File: src/rtl/minirisc_pkg.sv
// minirisc_pkg: shared fetch types and constants for the MiniRISC front end.
package minirisc_pkg;
    typedef enum logic [1:0] {REQ, WAIT, VALID, HALT} fetch_state_t;
    localparam int INSTR_W = 32;
    localparam logic [31:0] PC_STEP = 32'd4;
    localparam logic [31:0] RESET_PC_DEFAULT = 32'h0000_0000;
endpackage

File: src/rtl/fetch_pc_gen.sv
// fetch_pc_gen: next-PC mux, priority hold (halt) > aligned redirect > step by PC_STEP.
module fetch_pc_gen
    import minirisc_pkg::*;
#(
    parameter int DATA_W = INSTR_W
) (
    input  logic [DATA_W-1:0] pc,
    input  logic              hold,
    input  logic              redirect,
    input  logic [DATA_W-1:0] redirect_pc,
    input  logic              step,
    output logic [DATA_W-1:0] next_pc
);
    always_comb begin
        next_pc = hold ? pc
                : redirect ? (redirect_pc & ~DATA_W'(3))
                : step ? pc + DATA_W'(PC_STEP)
                : pc;
    end
endmodule

File: src/rtl/fetch_controller.sv
// fetch_controller: MiniRISC fetch sequencer REQ -> WAIT -> VALID with redirect/halt.
// Define FETCH_PERF_EN to add the fetch_count handshake counter port.
module fetch_controller
    import minirisc_pkg::*;
#(
    parameter int                DATA_W   = INSTR_W,
    parameter logic [DATA_W-1:0] RESET_PC = DATA_W'(RESET_PC_DEFAULT)
) (
    input  logic              clk,
    input  logic              rst,
    output logic              imem_en,
    output logic [DATA_W-1:0] imem_addr,
    input  logic [DATA_W-1:0] imem_rdata,
    input  logic              redirect_valid,
    input  logic [DATA_W-1:0] redirect_pc,
    input  logic              halt,
    output logic              out_valid,
    input  logic              out_ready,
    output logic [DATA_W-1:0] out_pc,
    output logic [DATA_W-1:0] out_instr,
    output logic              halted
`ifdef FETCH_PERF_EN
    ,
    output logic [DATA_W-1:0] fetch_count
`endif
);
    fetch_state_t      state, state_n;
    logic [DATA_W-1:0] pc, next_pc;
    logic              hs;

    assign hs        = (state == VALID) && out_ready;
    assign imem_en   = (state == REQ);
    assign imem_addr = pc;

    always_comb begin
        state_n = (halt || state == HALT) ? HALT
                : redirect_valid ? REQ
                : (state == REQ) ? WAIT
                : (state == WAIT) ? VALID
                : hs ? REQ
                : state;
    end

    fetch_pc_gen #(.DATA_W(DATA_W)) u_pc_gen (
        .pc          (pc),
        .hold        (halt || state == HALT),
        .redirect    (redirect_valid),
        .redirect_pc (redirect_pc),
        .step        (hs),
        .next_pc     (next_pc)
    );

    // A redirect during WAIT leaves WAIT without capturing, dropping the stale word.
    always_ff @(posedge clk) begin
        if (rst) begin
            state     <= REQ;
            pc        <= RESET_PC;
            out_valid <= 1'b0;
            out_pc    <= '0;
            out_instr <= '0;
            halted    <= 1'b0;
        end else begin
            state     <= state_n;
            pc        <= next_pc;
            out_valid <= (state_n == VALID);
            halted    <= (state_n == HALT);
            if (state == WAIT && state_n == VALID) begin
                out_pc    <= pc;
                out_instr <= imem_rdata;
            end
        end
    end

`ifdef FETCH_PERF_EN
    always_ff @(posedge clk) begin
        if (rst)
            fetch_count <= '0;
        else if (hs && !halt)
            fetch_count <= fetch_count + DATA_W'(1);
    end
`endif
endmodule
File: config.mk
export PLATFORM = sky130hd
export DESIGN_NAME = fetch_controller
export DESIGN_NICKNAME = d
export VERILOG_FILES = /design/src/rtl/minirisc_pkg.sv /design/src/rtl/fetch_pc_gen.sv /design/src/rtl/fetch_controller.sv
export SDC_FILE = /design/constraint.sdc
export NUM_CORES = 1
export LEC_CHECK = 0
export CAP_MARGIN = 20
export CORE_ASPECT_RATIO = 0.5
export CORE_UTILIZATION = 45
export DETAILED_ROUTE_END_ITERATION = 8
export GPL_ROUTABILITY_DRIVEN = 0
export GPL_TIMING_DRIVEN = 0
export PLACE_DENSITY = 0.79
export SLEW_MARGIN = 15
export SYNTH_ARGS = -nofsm -noshare
export SYNTH_HDL_FRONTEND = slang
export SYNTH_SLANG_ARGS = --single-unit
File: constraint.sdc
create_clock -name clk -period 2.5 [get_ports clk]
set_input_delay 0.75 -clock clk [delete_from_list [all_inputs] [get_ports clk]]
set_output_delay 0.75 -clock clk [all_outputs]
set_load 0.01 [all_outputs]
-- After elaboration in Yosys (flattened, before gate mapping)
Cells that the tools add are included.
- bits in registers: 100
- output and inout bits: 99
- word-level logic and storage cells: 26
- input port bits: 69
- $add $sub $neg: 1
- reduce and logical (&&, ||, !) cells: 6
- bitwise operators: 1
- equality and inequality tests: 5
- muxes and demuxes: 7
- operators by type and width (cell ; count):
    $mux 32 ; 2
    $add 32x3->32 const B ; 1
    $mux 2 ; 5
    $eq 2x2->1 const B ; 4
    $eq 2x1->1 const B ; 1
    $logic_and 1x1->1 ; 2
    $logic_not 2->1 ; 1
    $reduce_and 2->1 ; 1
    $reduce_bool 2->1 ; 1
    $logic_or 1x1->1 ; 1
    $not 1->1 ; 1

-- Longest topological paths before layout
- word-level depth: 9
- mapped depth: 8
- gate-level depth less buffers: 6

-- Cells and area by module
Synthesis repeated with hierarchy kept, for this count alone.
- cell total of the unflattened synthesis: 576
- area total of the unflattened synthesis: 5198.7 um^2
- by module, submodules not included (module ; area each (um^2) ; cells each ; instances):
    fetch_controller ; 3985.1 ; 368 ; 1
    fetch_pc_gen ; 1213.7 ; 208 ; 1

-- Worst setup path before layout
Ideal clock, no wire load.
- kind: input port to flip-flop
- start: in halt
- end: reg pc[21] (netlist: imem_addr[21])
- data arrival time: 2.019 ns
- setup slack: 0.407 ns
- stages on the path: 5
- buffers on the path: 1
- required time: 2.426 ns
- library setup time: 0.074 ns
- cells stage by stage: or2_1 clkbuf_1 or4_1 or4_1 a31oi_1
- cells in the longest elaborated chain, start to end: 3
- ends and longest elaborated chain (what ; RTL line ; text):
    from (decl) ; fetch_controller.sv:16 ; input logic halt,
    $logic_or 1x1->1 ; fetch_controller.sv:46 ; .hold (halt || state == HALT),
    $not 1->1 (no source line) ; n/a ;
    $reduce_and 2->1 (no source line) ; n/a ;
    to (signal assigned) ; fetch_controller.sv:64 ; pc <= next_pc;
    to (decl) ; fetch_controller.sv:28 ; logic [DATA_W-1:0] pc, next_pc;
No other way between the ends.
A chain may end at the register's enable or synchronous reset.

-- Worst setup path after layout
- start: in redirect_valid
- end: reg pc[22] (netlist: imem_addr[22])
- cells in the longest elaborated chain, start to end: 2
- ends and longest elaborated chain (what ; RTL line ; text):
    from (decl) ; fetch_controller.sv:14 ; input logic redirect_valid,
    $reduce_bool 2->1 (no source line) ; n/a ;
    $reduce_and 2->1 (no source line) ; n/a ;
Several ways; a longest one is shown, not always the timed one.

==> results.ini <==
[min_path]
whs_path_depth = 2
holdCritStartpoint = out_instr[31]$_SDFFE_PP0P_
min_to = out_instr[31]$_SDFFE_PP0P_
min_path_type = register to register

[yosys]
synth_top_area_cell = dfxtp_1
yosysMostFrequentCell = nand2_1
synth_edf_count = 0
syn_avg_cell_area_um2 = 7.655
yosysWarnings = 0
ys_top_cells_by_count = 156 x nand2_1, 96 x dfxtp_1, 81 x a21oi_1, 41 x clkbuf_1, 21 x nor2_1
async_reset_ff_share_pct = 0
ys_ff_latch = 96
synthesis.area_um2 = 4532
synth_ff_type = dfxtp_1
synthTopCellsByArea = dfxtp_1 42%, nand2_1 13%, a21oi_1 8.9%
yosysUniqueCellTypes = 62
yosysSeqAreaShare_pct = 42.41
yosysTopAreaCellShare_pct = 42.41
syn_inst = 592

[outcome]
status = complete, no violations

[final_layout]
multi_input_area_um2 = 2432
nets = 837
finish.utilization_pct = 69.60
n_antenna_cell = 0
drive_gt1_share_pct = 7.292
fillers = 806
regArea_um2 = 1922
area_growth_pct = 47.49

[timing]
tns_ns = 0
setup_violations = 0
fmax_ghz = 0.4148
fin_skew_ns = 0.007747
min_period_ns = 2.411
tightest_slew_ns = 0.7020
slew_violations = 0
finalCritPeriodShare_pct = 96.44
timing_hold_violations_final = 0
timing.slew.headroom_pct = 52.77

[floorplan]
num_io_pins = 168
chipWidth_um = 143.9
die_y_um = 72.96
floorplan.initialDensity_pct = 47.19
coreArea_um2 = 9603
rows = 25
die_area_um2 = 10500

[drt]
wl_met1_mm = 6.572
top_layer = met4
vias = 5122
drtPass1Iterations = 5
final_antenna_net_count = 0
vias_per_cell = 5.672
drt_iter0_drc = 554
route.detailed.drc = 0
dr_wl_met2_mm = 6.697
drt_wl_total_mm = 15.11
dr_wl_met3_mm = 1.511
wl_per_cell_um = 16.73

[clocking]
cts_hold_buffers = 0
clock_latency_ns = 0.35
tritoncts = yes
cts_setup_buffers = 0
cts_buffers = 9
clkSinkCount = 96
cts_max_level = 3
cts_root_buf = clkbuf_16
cts.clk_slew.worst_paths_ns = 0.07
cts_buffer_depth = 2

[grt]
grt_pass1_wl_mm = 23.74
first_global_vias = 4706
grt_use_total_pct = 29.22
grt_max_degree = 18
overflow = 0
antenna_found_initial = 0

[pwr]
power_density_nw_per_um2 = 533.3
power.leakage_nw = 2.292
ir_worst_vdd_v = 0.0003567

[critical_path]
path_max_fanout = 10
setup.worst_path.start_class = input port
path_class = input port to register
crit_required_ns = 2.70
worstPathArrival_ns = 2.61
r2r_start = imem_addr[2]$_SDFFE_PP0P_
reg2reg_to = imem_addr[28]$_SDFFE_PP0P_
rr_worst_depth = 6
rrSetupSlack_ns = 0.10
end_kind = register

[placed_design]
dpl.hpwl_mm = 10.57
portBuffers = 160

[run]
maxCapViolCount = 0

[per-layer routing]
layer  track usage [%]  vias up
li1                  -     2442
met1             39.41     2363
met2             45.41      273
met3             7.743       44
met4             9.929        0
met5                 0        -
[cell families after synthesis]
| logic type | Yosys count | share of synthesized area [%] |
|---|---|---|
| mux | 4 | 0.8835 |
| fa+ha+maj | 5 | 1.380 |
| compound gates | 153 | 21.12 |
| flops | 96 | 42.41 |
| buf+inv | 60 | 5.494 |
| simple gates | 273 | 28.63 |
| other cells | 1 | 0.08275 |
[per-stage QoR]
step                instance area (um^2)  instances  power, mW  hold WS (ns)  setup slack [ns]
floorplan                           4543        595      1.877        0.4805            0.4066
CTS                                 6641        904      3.565        0.4553           0.01154
global placement                    6314        890      2.149        0.4400           -0.7525
detailed placement                  6314        890      2.155        0.4456           -0.7385
finish                              6684        903      3.565        0.4532           0.08912
global route                        6684        903      3.684        0.4752          -0.01328
[what timing repair did]
item,CTS,global route
pin swaps,0,0
resized for setup,11,22
endpoints found under the setup margin,91,84
[critical path, cell delays in order]
cell             delay (ns)
clkdlybuf4s50_1        0.59
clkbuf_2               0.29
nor3b_2                0.60
mux2i_1                0.25
o221ai_1               0.12
[report_power, final]
part,switching [mW],internal [mW]
clock,0.633,0.787
combinational,0.260,0.251
sequential,0.0623,1.57
total,0.956,2.61
[cell type report]
cell class	instances	share of cell area (%)
Clock buffer	9	3.370
Sequential cell	96	28.75
Multi-Input combinational cell	439	36.39
Clock inverter	7	1.161
Inverter	7	0.3931
Buffer	50	3.444
Tap cell	135	2.527
Timing Repair Buffer	160	23.96
[worst max-delay path by stage]
stage	startpoint	to	slack, ns	cells after the start
final	redirect_valid	imem_addr[22]$_SDFFE_PP0P_	0.09	5
after global routing	imem_addr[2]$_SDFFE_PP0P_	imem_addr[28]$_SDFFE_PP0P_	-0.01	6
after CTS	redirect_valid	imem_addr[22]$_SDFFE_PP0P_	0.01	5
after detailed placement	redirect_valid	imem_addr[9]$_SDFFE_PP0P_	-0.74	8
after global placement	redirect_valid	imem_addr[13]$_SDFFE_PP0P_	-0.75	5
after floorplan	halt	imem_addr[21]$_SDFFE_PP0P_	0.41	5
[state kept, by name, indices dropped and copies added (netlist names)]
signal     count
halted         1
state          2
imem_addr     30
out_instr     32
out_pc        30
out_valid      1
[cell usage in the layout, fill, tap and decap left out, drive strengths merged, types with 3 or more instances in the layout]
cell type | netlist | routed
o31a | 3 | 3
a211o | 4 | 4
dfxtp | 96 | 96
nand4 | 16 | 16
nor3 | 11 | 11
nor4 | 9 | 9
and2 | 4 | 4
o21a | 3 | 3
or4 | 7 | 7
o41ai | 4 | 4
or2 | 3 | 3
o21ai | 13 | 13
o211ai | 4 | 4
mux2i | 4 | 4
ha | 5 | 5
conb | 1 | 4
nor2b | 4 | 4
and4 | 3 | 3
and3 | 10 | 10
clkdlybuf4s50 | 0 | 160
nand3 | 16 | 16
nor2 | 21 | 21
buf | 12 | 11
or3 | 4 | 4
inv | 7 | 10
clkbuf | 41 | 48
a21oi | 81 | 81
a32o | 6 | 6
nand2 | 156 | 156
a31oi | 11 | 11
No activity file was read; power rests on OpenSTA's default activity.
